`config.mk`:
```
export PLATFORM = sky130hd
export DESIGN_NAME = hit_score_ctl_flat
export DESIGN_NICKNAME = d
export VERILOG_FILES = /design/src/rtl/game_pkg.sv /design/src/rtl/hit_score_ctl_if.sv /design/src/rtl/rect_overlap.sv /design/src/rtl/hit_score_ctl.sv /design/src/flat_wrapper.sv
export SDC_FILE = /design/constraint.sdc
export NUM_CORES = 1
export LEC_CHECK = 0
export ABC_AREA = 1
export BUFFER_PORTS_ARGS = -buffer_cell sky130_fd_sc_hd__buf_2
export CORE_MARGIN = 4
export CORE_UTILIZATION = 25
export CTS_CLUSTER_DIAMETER = 200
export DETAILED_ROUTE_END_ITERATION = 6
export GPL_TIMING_DRIVEN = 1
export PLACE_DENSITY = 0.38
export SYNTH_ARGS = -nofsm -noshare
export SYNTH_HDL_FRONTEND = slang
export SYNTH_SLANG_ARGS = --single-unit
```
`constraint.sdc`:
```
create_clock -name clk -period 3.1 [get_ports clk]
set_input_delay 0.62 -clock clk [delete_from_list [all_inputs] [get_ports clk]]
set_output_delay 0.62 -clock clk [all_outputs]
set_load 0.005 [all_outputs]
```
`src/rtl/game_pkg.sv`:
```
// game_pkg
// Shared types and geometry defaults for the shot/target game datapath.
// The draw modules use the same rectangle sizes, so they live here.
//   POS_W          : width of every screen coordinate
//   *_DEF          : default shot/target rectangle sizes in pixels
//   state_e        : hit/score controller states
package game_pkg;

  localparam int POS_W        = 12;
  localparam int SHOT_W_DEF   = 8;
  localparam int SHOT_H_DEF   = 20;
  localparam int TARGET_W_DEF = 64;
  localparam int TARGET_H_DEF = 32;

  typedef logic [POS_W-1:0] pos_t;

  typedef enum logic [1:0] {
    ST_IDLE,
    ST_ARMED,
    ST_HOLD,
    ST_OVER
  } state_e;

endpackage

```
`src/rtl/hit_score_ctl_if.sv`:
```
// hit_score_ctl_if
// Bundle between the projectile controller / target mover (master side)
// and the hit/score controller (slave side).
//   master drives : frame_tick, shot_valid, shot_xpos, shot_ypos,
//                   target_xpos, target_ypos, new_game
//   slave drives  : score, miss_cnt, hit, shot_done, hit_flash, game_over
interface hit_score_ctl_if;
  import game_pkg::*;

  logic        frame_tick;
  logic        shot_valid;
  pos_t        shot_xpos;
  pos_t        shot_ypos;
  pos_t        target_xpos;
  pos_t        target_ypos;
  logic        new_game;

  logic [11:0] score;
  logic [3:0]  miss_cnt;
  logic        hit;
  logic        shot_done;
  logic        hit_flash;
  logic        game_over;

  modport master (
    output frame_tick, shot_valid, shot_xpos, shot_ypos,
           target_xpos, target_ypos, new_game,
    input  score, miss_cnt, hit, shot_done, hit_flash, game_over
  );

  modport slave (
    input  frame_tick, shot_valid, shot_xpos, shot_ypos,
           target_xpos, target_ypos, new_game,
    output score, miss_cnt, hit, shot_done, hit_flash, game_over
  );

endinterface

```
`src/rtl/rect_overlap.sv`:
```
// rect_overlap
// Combinational test for two axis-aligned rectangles sharing at least one
// pixel. Edges are inclusive. Right/bottom edges are formed one bit wider
// than the positions so a rectangle near x=4095 does not wrap to the left.
//   ax, ay   : rectangle A top-left (A_W x A_H)
//   bx, by   : rectangle B top-left (B_W x B_H)
//   overlap  : 1 when the rectangles intersect
module rect_overlap
  import game_pkg::*;
#(
  parameter int A_W = SHOT_W_DEF,
  parameter int A_H = SHOT_H_DEF,
  parameter int B_W = TARGET_W_DEF,
  parameter int B_H = TARGET_H_DEF
) (
  input  pos_t ax,
  input  pos_t ay,
  input  pos_t bx,
  input  pos_t by,
  output logic overlap
);

  localparam logic [POS_W:0] A_W_M1 = (POS_W+1)'(A_W - 1);
  localparam logic [POS_W:0] A_H_M1 = (POS_W+1)'(A_H - 1);
  localparam logic [POS_W:0] B_W_M1 = (POS_W+1)'(B_W - 1);
  localparam logic [POS_W:0] B_H_M1 = (POS_W+1)'(B_H - 1);

  logic [POS_W:0] ax_e, ay_e, bx_e, by_e;
  logic [POS_W:0] a_right, a_bottom, b_right, b_bottom;

  always_comb begin
    ax_e     = {1'b0, ax};
    ay_e     = {1'b0, ay};
    bx_e     = {1'b0, bx};
    by_e     = {1'b0, by};
    a_right  = ax_e + A_W_M1;
    a_bottom = ay_e + A_H_M1;
    b_right  = bx_e + B_W_M1;
    b_bottom = by_e + B_H_M1;
    overlap  = (ax_e <= b_right)  && (bx_e <= a_right) &&
               (ay_e <= b_bottom) && (by_e <= a_bottom);
  end

endmodule

```
`src/rtl/hit_score_ctl.sv`:
```
// hit_score_ctl
// Consumes the in-flight shot position once per frame, decides hit / miss
// against the target, keeps the saturating score and miss count, and returns
// a one-cycle shot_done to the projectile controller.
//   clk   : pixel clock
//   rst   : asynchronous, active-low reset
//   bus   : slave side of hit_score_ctl_if (stream inputs, score outputs)
// All outputs come straight from flops.
module hit_score_ctl
  import game_pkg::*;
#(
  parameter int SHOT_W          = SHOT_W_DEF,
  parameter int SHOT_H          = SHOT_H_DEF,
  parameter int TARGET_W        = TARGET_W_DEF,
  parameter int TARGET_H        = TARGET_H_DEF,
  parameter int TOP_Y           = 1,
  parameter int SCORE_MAX       = 999,
  parameter int MAX_MISSES      = 5,
  parameter int HIT_HOLD_FRAMES = 30
) (
  input  logic            clk,
  input  logic            rst,
  hit_score_ctl_if.slave  bus
);

  localparam int CNT_W = $clog2(HIT_HOLD_FRAMES + 1);

  state_e             state_q, state_d;
  logic [11:0]        score_q, score_d;
  logic [3:0]         miss_cnt_q, miss_cnt_d;
  logic [CNT_W-1:0]   frame_cnt_q, frame_cnt_d;
  logic               hit_q, hit_d;
  logic               shot_done_q, shot_done_d;
  logic               hit_flash_q, hit_flash_d;
  logic               game_over_q, game_over_d;

  logic               overlap;
  logic [3:0]         miss_inc;

  rect_overlap #(
    .A_W (SHOT_W),
    .A_H (SHOT_H),
    .B_W (TARGET_W),
    .B_H (TARGET_H)
  ) u_overlap (
    .ax      (bus.shot_xpos),
    .ay      (bus.shot_ypos),
    .bx      (bus.target_xpos),
    .by      (bus.target_ypos),
    .overlap (overlap)
  );

  always_comb begin
    state_d     = state_q;
    score_d     = score_q;
    miss_cnt_d  = miss_cnt_q;
    frame_cnt_d = frame_cnt_q;
    hit_d       = 1'b0;
    shot_done_d = 1'b0;
    hit_flash_d = hit_flash_q;
    game_over_d = game_over_q;
    miss_inc    = (miss_cnt_q == 4'd15) ? 4'd15 : miss_cnt_q + 4'd1;

    case (state_q)
      ST_IDLE: begin
        if (bus.shot_valid && !game_over_q) state_d = ST_ARMED;
      end

      // Hit is tested before top-of-screen so a shot that reaches the top
      // while touching the target scores instead of counting as a miss.
      ST_ARMED: begin
        if (bus.frame_tick && overlap) begin
          state_d     = ST_HOLD;
          score_d     = (score_q < 12'(SCORE_MAX)) ? score_q + 12'd1 : score_q;
          hit_d       = 1'b1;
          shot_done_d = 1'b1;
          hit_flash_d = 1'b1;
          frame_cnt_d = '0;
        end else if (bus.frame_tick && (bus.shot_ypos <= 12'(TOP_Y))) begin
          miss_cnt_d  = miss_inc;
          shot_done_d = 1'b1;
          if (miss_inc == 4'(MAX_MISSES)) begin
            state_d     = ST_OVER;
            game_over_d = 1'b1;
          end else begin
            state_d = ST_IDLE;
          end
        end else if (!bus.shot_valid) begin
          state_d = ST_IDLE;
        end
      end

      ST_HOLD: begin
        hit_flash_d = 1'b1;
        if (bus.frame_tick) begin
          if (frame_cnt_q == CNT_W'(HIT_HOLD_FRAMES - 1)) begin
            frame_cnt_d = '0;
            hit_flash_d = 1'b0;
            state_d     = ST_IDLE;
          end else begin
            frame_cnt_d = frame_cnt_q + 1'b1;
          end
        end
      end

      ST_OVER: begin
        game_over_d = 1'b1;
      end

      default: state_d = ST_IDLE;
    endcase

    // new_game overrides any decision taken on the same cycle.
    if (bus.new_game) begin
      state_d     = ST_IDLE;
      score_d     = '0;
      miss_cnt_d  = '0;
      frame_cnt_d = '0;
      hit_d       = 1'b0;
      shot_done_d = 1'b0;
      hit_flash_d = 1'b0;
      game_over_d = 1'b0;
    end
  end

  always_ff @(posedge clk or negedge rst) begin
    if (!rst) begin
      state_q     <= ST_IDLE;
      score_q     <= '0;
      miss_cnt_q  <= '0;
      frame_cnt_q <= '0;
      hit_q       <= 1'b0;
      shot_done_q <= 1'b0;
      hit_flash_q <= 1'b0;
      game_over_q <= 1'b0;
    end else begin
      state_q     <= state_d;
      score_q     <= score_d;
      miss_cnt_q  <= miss_cnt_d;
      frame_cnt_q <= frame_cnt_d;
      hit_q       <= hit_d;
      shot_done_q <= shot_done_d;
      hit_flash_q <= hit_flash_d;
      game_over_q <= game_over_d;
    end
  end

  assign bus.score     = score_q;
  assign bus.miss_cnt  = miss_cnt_q;
  assign bus.hit       = hit_q;
  assign bus.shot_done = shot_done_q;
  assign bus.hit_flash = hit_flash_q;
  assign bus.game_over = game_over_q;

endmodule

```
`src/flat_wrapper.sv`:
```
// flat-port wrapper written by rule: the top's interface ports become plain ports
module hit_score_ctl_flat import game_pkg::*;
#(
  parameter int SHOT_W          = SHOT_W_DEF,
  parameter int SHOT_H          = SHOT_H_DEF,
  parameter int TARGET_W        = TARGET_W_DEF,
  parameter int TARGET_H        = TARGET_H_DEF,
  parameter int TOP_Y           = 1,
  parameter int SCORE_MAX       = 999,
  parameter int MAX_MISSES      = 5,
  parameter int HIT_HOLD_FRAMES = 30
)
  (clk, rst, bus_frame_tick, bus_shot_valid, bus_shot_xpos, bus_shot_ypos, bus_target_xpos, bus_target_ypos, bus_new_game, bus_score, bus_miss_cnt, bus_hit, bus_shot_done, bus_hit_flash, bus_game_over);
  hit_score_ctl_if bus_i ();
  input  logic clk;
  input  logic rst;
  input wire logic [$bits(bus_i.frame_tick)-1:0] bus_frame_tick;
  input wire logic [$bits(bus_i.shot_valid)-1:0] bus_shot_valid;
  input wire logic [$bits(bus_i.shot_xpos)-1:0] bus_shot_xpos;
  input wire logic [$bits(bus_i.shot_ypos)-1:0] bus_shot_ypos;
  input wire logic [$bits(bus_i.target_xpos)-1:0] bus_target_xpos;
  input wire logic [$bits(bus_i.target_ypos)-1:0] bus_target_ypos;
  input wire logic [$bits(bus_i.new_game)-1:0] bus_new_game;
  output wire logic [$bits(bus_i.score)-1:0] bus_score;
  output wire logic [$bits(bus_i.miss_cnt)-1:0] bus_miss_cnt;
  output wire logic [$bits(bus_i.hit)-1:0] bus_hit;
  output wire logic [$bits(bus_i.shot_done)-1:0] bus_shot_done;
  output wire logic [$bits(bus_i.hit_flash)-1:0] bus_hit_flash;
  output wire logic [$bits(bus_i.game_over)-1:0] bus_game_over;
  assign bus_i.frame_tick = bus_frame_tick;
  assign bus_i.shot_valid = bus_shot_valid;
  assign bus_i.shot_xpos = bus_shot_xpos;
  assign bus_i.shot_ypos = bus_shot_ypos;
  assign bus_i.target_xpos = bus_target_xpos;
  assign bus_i.target_ypos = bus_target_ypos;
  assign bus_i.new_game = bus_new_game;
  assign bus_score = bus_i.score;
  assign bus_miss_cnt = bus_i.miss_cnt;
  assign bus_hit = bus_i.hit;
  assign bus_shot_done = bus_i.shot_done;
  assign bus_hit_flash = bus_i.hit_flash;
  assign bus_game_over = bus_i.game_over;
  hit_score_ctl #(.SHOT_W(SHOT_W), .SHOT_H(SHOT_H), .TARGET_W(TARGET_W), .TARGET_H(TARGET_H), .TOP_Y(TOP_Y), .SCORE_MAX(SCORE_MAX), .MAX_MISSES(MAX_MISSES), .HIT_HOLD_FRAMES(HIT_HOLD_FRAMES)) u_core (.clk(clk), .rst(rst), .bus(bus_i));
endmodule
```
# Yosys cells after proc, flatten, opt, wreduce, memory -nomap -nowiden
# Cells that the tools add are included.
# Widths: inputs -> output; s select.
# totals
regBits,27
wordCells,97
rom_bits,0
ram_bits,0
n_memories,0
latchBits,0
out_inout_bits,20
in_bits,53
# op_classes
div,0
n_eq_ne,15
shifts,0
addsub,7
n_mul,0
magnitude_cmp,6
bitwise_logic,0
n_reduce_logical,21
muxes,40
# ops
cell,n
$le 12x13->1,4
$mux 12,4
$add 12x5->13 const B,2
$mux 4,5
$mux 5,4
$mux 2,8
$mux 1,15
$ne 3x2->1 const B,5
$add 12x3->13 const B,1
$add 12x6->13 const B,1
$add 12x1->12 const B,1
$le 12x1->1 const B,1
$lt 12x10->1 const B,1
$pmux 5 s2,1
$reduce_and 3->1,3
$reduce_bool 2->1,4
$logic_and 1x1->1,6
$ne 3x3->1 const B,2
$pmux 2 s3,1
$reduce_bool 3->1,2
$add 5x1->5 const B,1
$eq 5x5->1 const B,1
$ne 5x3->1 const B,1
$reduce_and 5->1,1
other kinds (12),14

# Logic depth before layout (Yosys ltp)
# depth
ltp_word,9
mapped_depth,22
mapped_depth_nobuf,22

# Modules after synthesis
# From an unflattened synthesis, not the netlist that was laid out.
# unflattened
hier_cells,548
area_unflattened_um2,3851.2
# by_module_without_submodules
mod,cells_per_inst,seq_area_each_um2,instances,area_each_um2
rect_overlap,313,0.0,1,2064.5
hit_score_ctl,235,675.6,1,1786.7

# Least setup slack after synthesis
# No wires, ideal clock.
# synth_path
path_type,input to register
startpoint,in bus_target_ypos[0]
endpoint,"reg u_core.score_q[3], in the netlist u_core.bus.score[3]"
setup_time_ns,0.074
n_path_buf,0
t_required_ns,3.026
arrival_ns,2.976
path_stages,19
setup_slack_ns,0.050
cell_sequence,inv_1 ha_1 nand2_1 o21ai_0 nor3b_1 nand2_1 xor2_1 ha_1 a21oi_1 nor2_1 o211ai_1 nand2_1 a21oi_2 nand3_4 clkinv_2 nand2_4 nand2_8 nand2_1 o21ai_2
# synth_between
elab_chain_len,7
elab_cells_between_ends,8
classes_between,1 x add/sub; 2 x order compare; 5 x reduce/logical
# synth_lines
item,line_no,text
start: declaration,flat_wrapper.sv:22,input wire logic [$bits(bus_i.target_ypos)-1:0] bus_target_ypos;
$add 12x5->13,rect_overlap.sv:39,b_bottom = by_e + B_H_M1;
$le 12x13->1,rect_overlap.sv:41,(ay_e <= b_bottom) && (by_e <= a_bottom);
$logic_and 1x1->1,rect_overlap.sv:40,overlap = (ax_e <= b_right) && (bx_e <= a_right) &&
$logic_and 1x1->1 (*),rect_overlap.sv:41,
$logic_and 1x1->1 (*),hit_score_ctl.sv:72,if (bus.frame_tick && overlap) begin
$reduce_bool 2->1 (no line) (*),-,
$reduce_and 3->1 (no line) (*),-,
end signal: assignment,hit_score_ctl.sv:138,score_q <= score_d;
end: declaration,hit_score_ctl.sv:29,"logic [11:0] score_q, score_d;"
# Every way passes the cells marked *; elsewhere a longest branch is shown, timed or not.
# A chain may end at the register's enable or synchronous reset.

# Final worst setup path
# Ends and elaborated chain as after synthesis.

==> Implementation_results.wiki <==
{| class="wikitable"
! Metric !! Value
|-
| Deepest level of the CTS H-tree || 1
|-
| Num CTS Buffers || 3
|-
| Maximum buffer depth of the clock tree || 2
|-
| Detailed-route wire length || 10.8 mm
|-
| Final count of pins violating max slew || 0
|-
| Time the final worst path needs with I/O delays and setup || 3.01 ns
|-
| Hold Path Class || input port to async pin
|-
| Die Height || 130 µm
|-
| Die area || ~0.017 mm²
|-
| Peak supply drop || 0.171 mV
|-
| Detailed Place HPWL || 8.95 mm
|-
| Cell accounting for the most synthesized area || sky130_fd_sc_hd__ha_1
|-
| Via count of the first global-routing pass || 3736
|-
| Post-synthesis instance area || 0.00373 mm²
|-
| Clock Tree Root || sky130_fd_sc_hd__clkbuf_16
|-
| Final net count || 797
|-
| Routed wirelength normalized by instance count || 12.4 µm
|-
| Final cell count without fillers || 867
|-
| CTS tree || done
|-
| Number of standard-cell rows in the floorplan || 44
|-
| Clock-pin slew reported for the worst setup and hold paths after clock tree synthesis || 0.07 ns
|-
| Maximum fanout count along the critical path || 7
|-
| Final hold viol count || 0
|-
| Dominant cells by area after synthesis || sky130_fd_sc_hd__ha_1 (20%), sky130_fd_sc_hd__dfrtp_1 (18%), sky130_fd_sc_hd__nand2_1 (12%), sky130_fd_sc_hd__xor2_1 (7.3%), sky130_fd_sc_hd__inv_1 (7.0%)
|-
| Drt first-iter violations || 85
|-
| Number of max-cap violations || 0
|-
| # setup viols final || 0
|-
| Buffer and inverter count on the worst path || 5
|-
| Number of nets still failing antenna checks after routing || 0
|-
| Result of the run || finished clean
|-
| Mapped Cells || 544
|-
| Fill cell instance count of the final layout || 1594
|-
| Final Total Pwr || 1.35 mW
|-
| Worst Setup Path Type || input port to flop
|-
| Source-to-sink clock delay at the later pin of the worst-skew pair || around 0.27 ns
|-
| Number of cells in the design after placement || 850
|-
| Clk sink count || 27
|-
| Avg Vias per Cell || 4.41
|-
| Main synth FF type || sky130_fd_sc_hd__dfrtp_1
|-
| Total power density per cell area || 261 mW/mm²
|-
| Fraction of layout instances using a drive strength above 1 || a little under a third
|-
| Syn_area_per_cell || 6.85 µm²
|-
| X dimension of the die || 130 µm
|-
| Static power due to leakage || 2.69 nW
|-
| Worst stage delay on the critical path || around 0.31 ns
|-
| Initial cell density of the core || 25.6%
|-
| Area fraction of the dominant cell type after synthesis || 20.1%
|-
| Area added between synthesis and finish || 39.0%
|-
| Rel. slew slack || 56.8%
|-
| Count of port buffers added during placement || 72
|-
| Slew @ Worst Pin || 0.647 ns
|-
| Total gr overflow || 0
|-
| Crit Reg-Reg Startpoint || u_core.bus.score[0]
|-
| RSZ-0062 raised after global routing || true
|-
| Fin crit share || 97.2%
|-
| Most Frequent Cell on Critical Path || sky130_fd_sc_hd__nand2_1
|-
| Top cells by count, synth || sky130_fd_sc_hd__nand2_1 (122), sky130_fd_sc_hd__inv_1 (70), sky130_fd_sc_hd__nor2_1 (62), sky130_fd_sc_hd__ha_1 (60), sky130_fd_sc_hd__nand3_1 (43)
|-
| Kind of start point of the critical path || input port
|-
| Post-route DRC || 0
|-
| Slowest cell on crit path || sky130_fd_sc_hd__ha_1
|-
| Worst Setup SP || bus_target_ypos[0]
|-
| Detailed-routing iteration count for the pre-antenna-repair pass || 4
|-
| Floorplan Core Area || between 0.01 and 0.015 mm²
|-
| Critical Path, Cell by Cell || buf_2 -> inv_1 -> ha_2 -> nand2_4 -> o21ai_4 -> nor3b_2 -> buf_4 -> xor2_2 -> ha_1 -> nand2_1 -> buf_4 -> o21bai_1 -> nor2_1 -> nand2_1 -> nand2_1 -> nand2_1 -> a21oi_2 -> nand3_4 -> clkinv_4 -> nand2_8 -> nand2_8 -> nand2_4 -> o21ai_2
|-
| Arrival time reported for the critical path endpoint || around 3.2 ns
|-
| Async set-reset flop share out of synthesis || 100%
|-
| CP top delay family || simple AND/OR/NAND/NOR gates
|-
| Post-synthesis sequential element count || 27
|-
| Global-route wire length before repair || roughly 18 mm
|-
| Number of nets in the synthesized netlist || 657
|-
| Setup clock skew after layout || between 0.002 and 0.003 ns
|-
| Type of destination of the critical path || flop
|-
| Cell with the most instances after synthesis || sky130_fd_sc_hd__nand2_1
|-
| Total number of vias || 3827
|-
| Worst Path Required || 3.30 ns
|-
| Setup TNS after final layout || 0 ns
|-
| IO Count || 73
|-
| Maximum number of pins on one net before global-route repair || 28
|-
| Highest clock rate || about 330 MHz
|-
| Weighted congestion reported at the end of routability-driven placement || roughly 0.78
|-
| Share of the yosys chip area belonging to registers || 18.1%
|-
| Synthesis warning total || 0
|-
| Count of flip-flops with a built-in enable after synthesis || 0
|-
| Number of diodes || 0
|-
| Number of antenna violations at the first check in global routing || 0
|-
| Number of library cell types mapped by synthesis || 42
|-
| Overall fraction of global-route tracks in use || between 10% and 20%
|}
[state kept, by name (all words and copies together) (netlist names)]
| register | count |
|---|---|
| u_core.bus.shot_done | 1 |
| u_core.state_q | 2 |
| u_core.bus.hit_flash | 1 |
| u_core.bus.miss_cnt | 4 |
| u_core.bus.score | 12 |
| u_core.bus.game_over | 1 |
| u_core.bus.hit | 1 |
| u_core.frame_cnt_q | 5 |
[per-stage QoR]
stage,cell area [µm²],hold WS (ns),utilization [%],setup WS (ns)
CTS,4930,0.400,33.8,0.00226
global placement,4700,0.486,32.2,-0.420
floorplan,3730,0.324,-,0.0504
finish,5180,0.376,35.5,0.0853
detailed placement,4700,0.486,32.2,-0.441
global route,5180,0.427,35.5,-0.128
[power breakdown]
| group | leakage, nW | total [mW] | internal (mW) | switching, mW |
|---|---|---|---|---|
| Sequential | 0.372 | 0.382 | 0.368 | 0.0138 |
| Combinational | 2.28 | 0.666 | 0.276 | 0.389 |
| Clock | 0.0382 | 0.304 | 0.177 | 0.127 |
| Total | 2.69 | 1.35 | 0.821 | 0.530 |
[worst register-to-register path, stage by stage, from the launching register on]
cell and delay (ns):
sky130_fd_sc_hd__dfrtp_1 0.45, sky130_fd_sc_hd__ha_1 0.24, sky130_fd_sc_hd__nand2_1 0.12, sky130_fd_sc_hd__nand2_1 0.07
sky130_fd_sc_hd__o2111a_1 0.25, sky130_fd_sc_hd__a31oi_2 0.43, sky130_fd_sc_hd__nand2_8 0.15, sky130_fd_sc_hd__nand2_8 0.13
sky130_fd_sc_hd__nand2_4 0.05, sky130_fd_sc_hd__o21ai_2 0.05
[worst paths after layout]
path                                          end  slack [ns]  cells after the start
hold reg to reg              u_core.bus.hit_flash        0.50                      2
min in group clk             u_core.bus.hit_flash        0.50                      2
setup / recovery              u_core.bus.score[3]        0.09                     23
max in group asynchronous  u_core.bus.miss_cnt[0]        2.30                      1
hold / removal                u_core.bus.score[3]        0.38                      1
setup reg to reg              u_core.bus.score[3]        1.10                      9
[metal layers]
layer | track usage, % | vias up | wire [µm]
li1 | - | 2067 | -
met1 | 16.4 | 1701 | 5100
met2 | 22.7 | 53 | 5260
met3 | 1.23 | 6 | 343
met4 | 1.47 | 0 | 72
met5 | 0 | - | 0
[cells in the final DEF, fill, tap and decap left out, types with 2 or more instances in the layout]
cell and instances:
sky130_fd_sc_hd__nand3_2 7, sky130_fd_sc_hd__a21oi_2 6, sky130_fd_sc_hd__o211ai_1 2, sky130_fd_sc_hd__o21ai_0 7, sky130_fd_sc_hd__ha_1 57, sky130_fd_sc_hd__nor3_1 10
sky130_fd_sc_hd__nand3_1 35, sky130_fd_sc_hd__dfrtp_1 27, sky130_fd_sc_hd__buf_6 4, sky130_fd_sc_hd__nor4_1 2, sky130_fd_sc_hd__nor2_1 54, sky130_fd_sc_hd__xor2_1 30
sky130_fd_sc_hd__nand2_1 108, sky130_fd_sc_hd__clkbuf_16 3, sky130_fd_sc_hd__buf_4 60, sky130_fd_sc_hd__xnor2_1 16, sky130_fd_sc_hd__o21ai_2 3, sky130_fd_sc_hd__nand3_4 5
sky130_fd_sc_hd__nor2_2 3, sky130_fd_sc_hd__o21bai_1 5, sky130_fd_sc_hd__inv_2 7, sky130_fd_sc_hd__and3_1 2, sky130_fd_sc_hd__nor2_4 7, sky130_fd_sc_hd__nand2_2 13
sky130_fd_sc_hd__nand3b_1 3, sky130_fd_sc_hd__a21oi_1 19, sky130_fd_sc_hd__ha_2 3, sky130_fd_sc_hd__o21ai_1 7, sky130_fd_sc_hd__buf_2 71, sky130_fd_sc_hd__inv_1 68
sky130_fd_sc_hd__nand4_1 13, sky130_fd_sc_hd__nand2_4 5, sky130_fd_sc_hd__nand2_8 3
[timing repair]
| item | in CTS | in global routing |
|---|---|---|
| endpoints found under the hold margin | 0 | 0 |
| gates resized for setup | 26 | 46 |
| hold buffers | 0 | 0 |
| buffers inserted | 3 | 7 |
| pin swaps | 20 | 39 |
| gates cloned | 1 | 2 |
| endpoints found under the setup margin | 25 | 27 |
[cell families after synthesis]
| kind of cell | after synthesis | synth area share (%) |
|---|---|---|
| compound gates | 57 | 9.40 |
| xor+xnor | 47 | 11.0 |
| fa+ha+maj | 60 | 20.1 |
| buf+inv | 79 | 8.02 |
| flops | 27 | 18.1 |
| simple gates | 274 | 33.3 |
[final cells by class]
type | count | area, µm² | area share (%)
Tap cell | 184 | 230 | 4.44
Clock buffer | 4 | 78.8 | 1.52
Timing Repair Buffer | 135 | 851 | 16.4
Sequential cell | 27 | 676 | 13.0
Multi-Input combinational cell | 441 | 3060 | 59.0
Inverter | 76 | 290 | 5.60
Note: power is estimated with default switching activity, not from simulation.
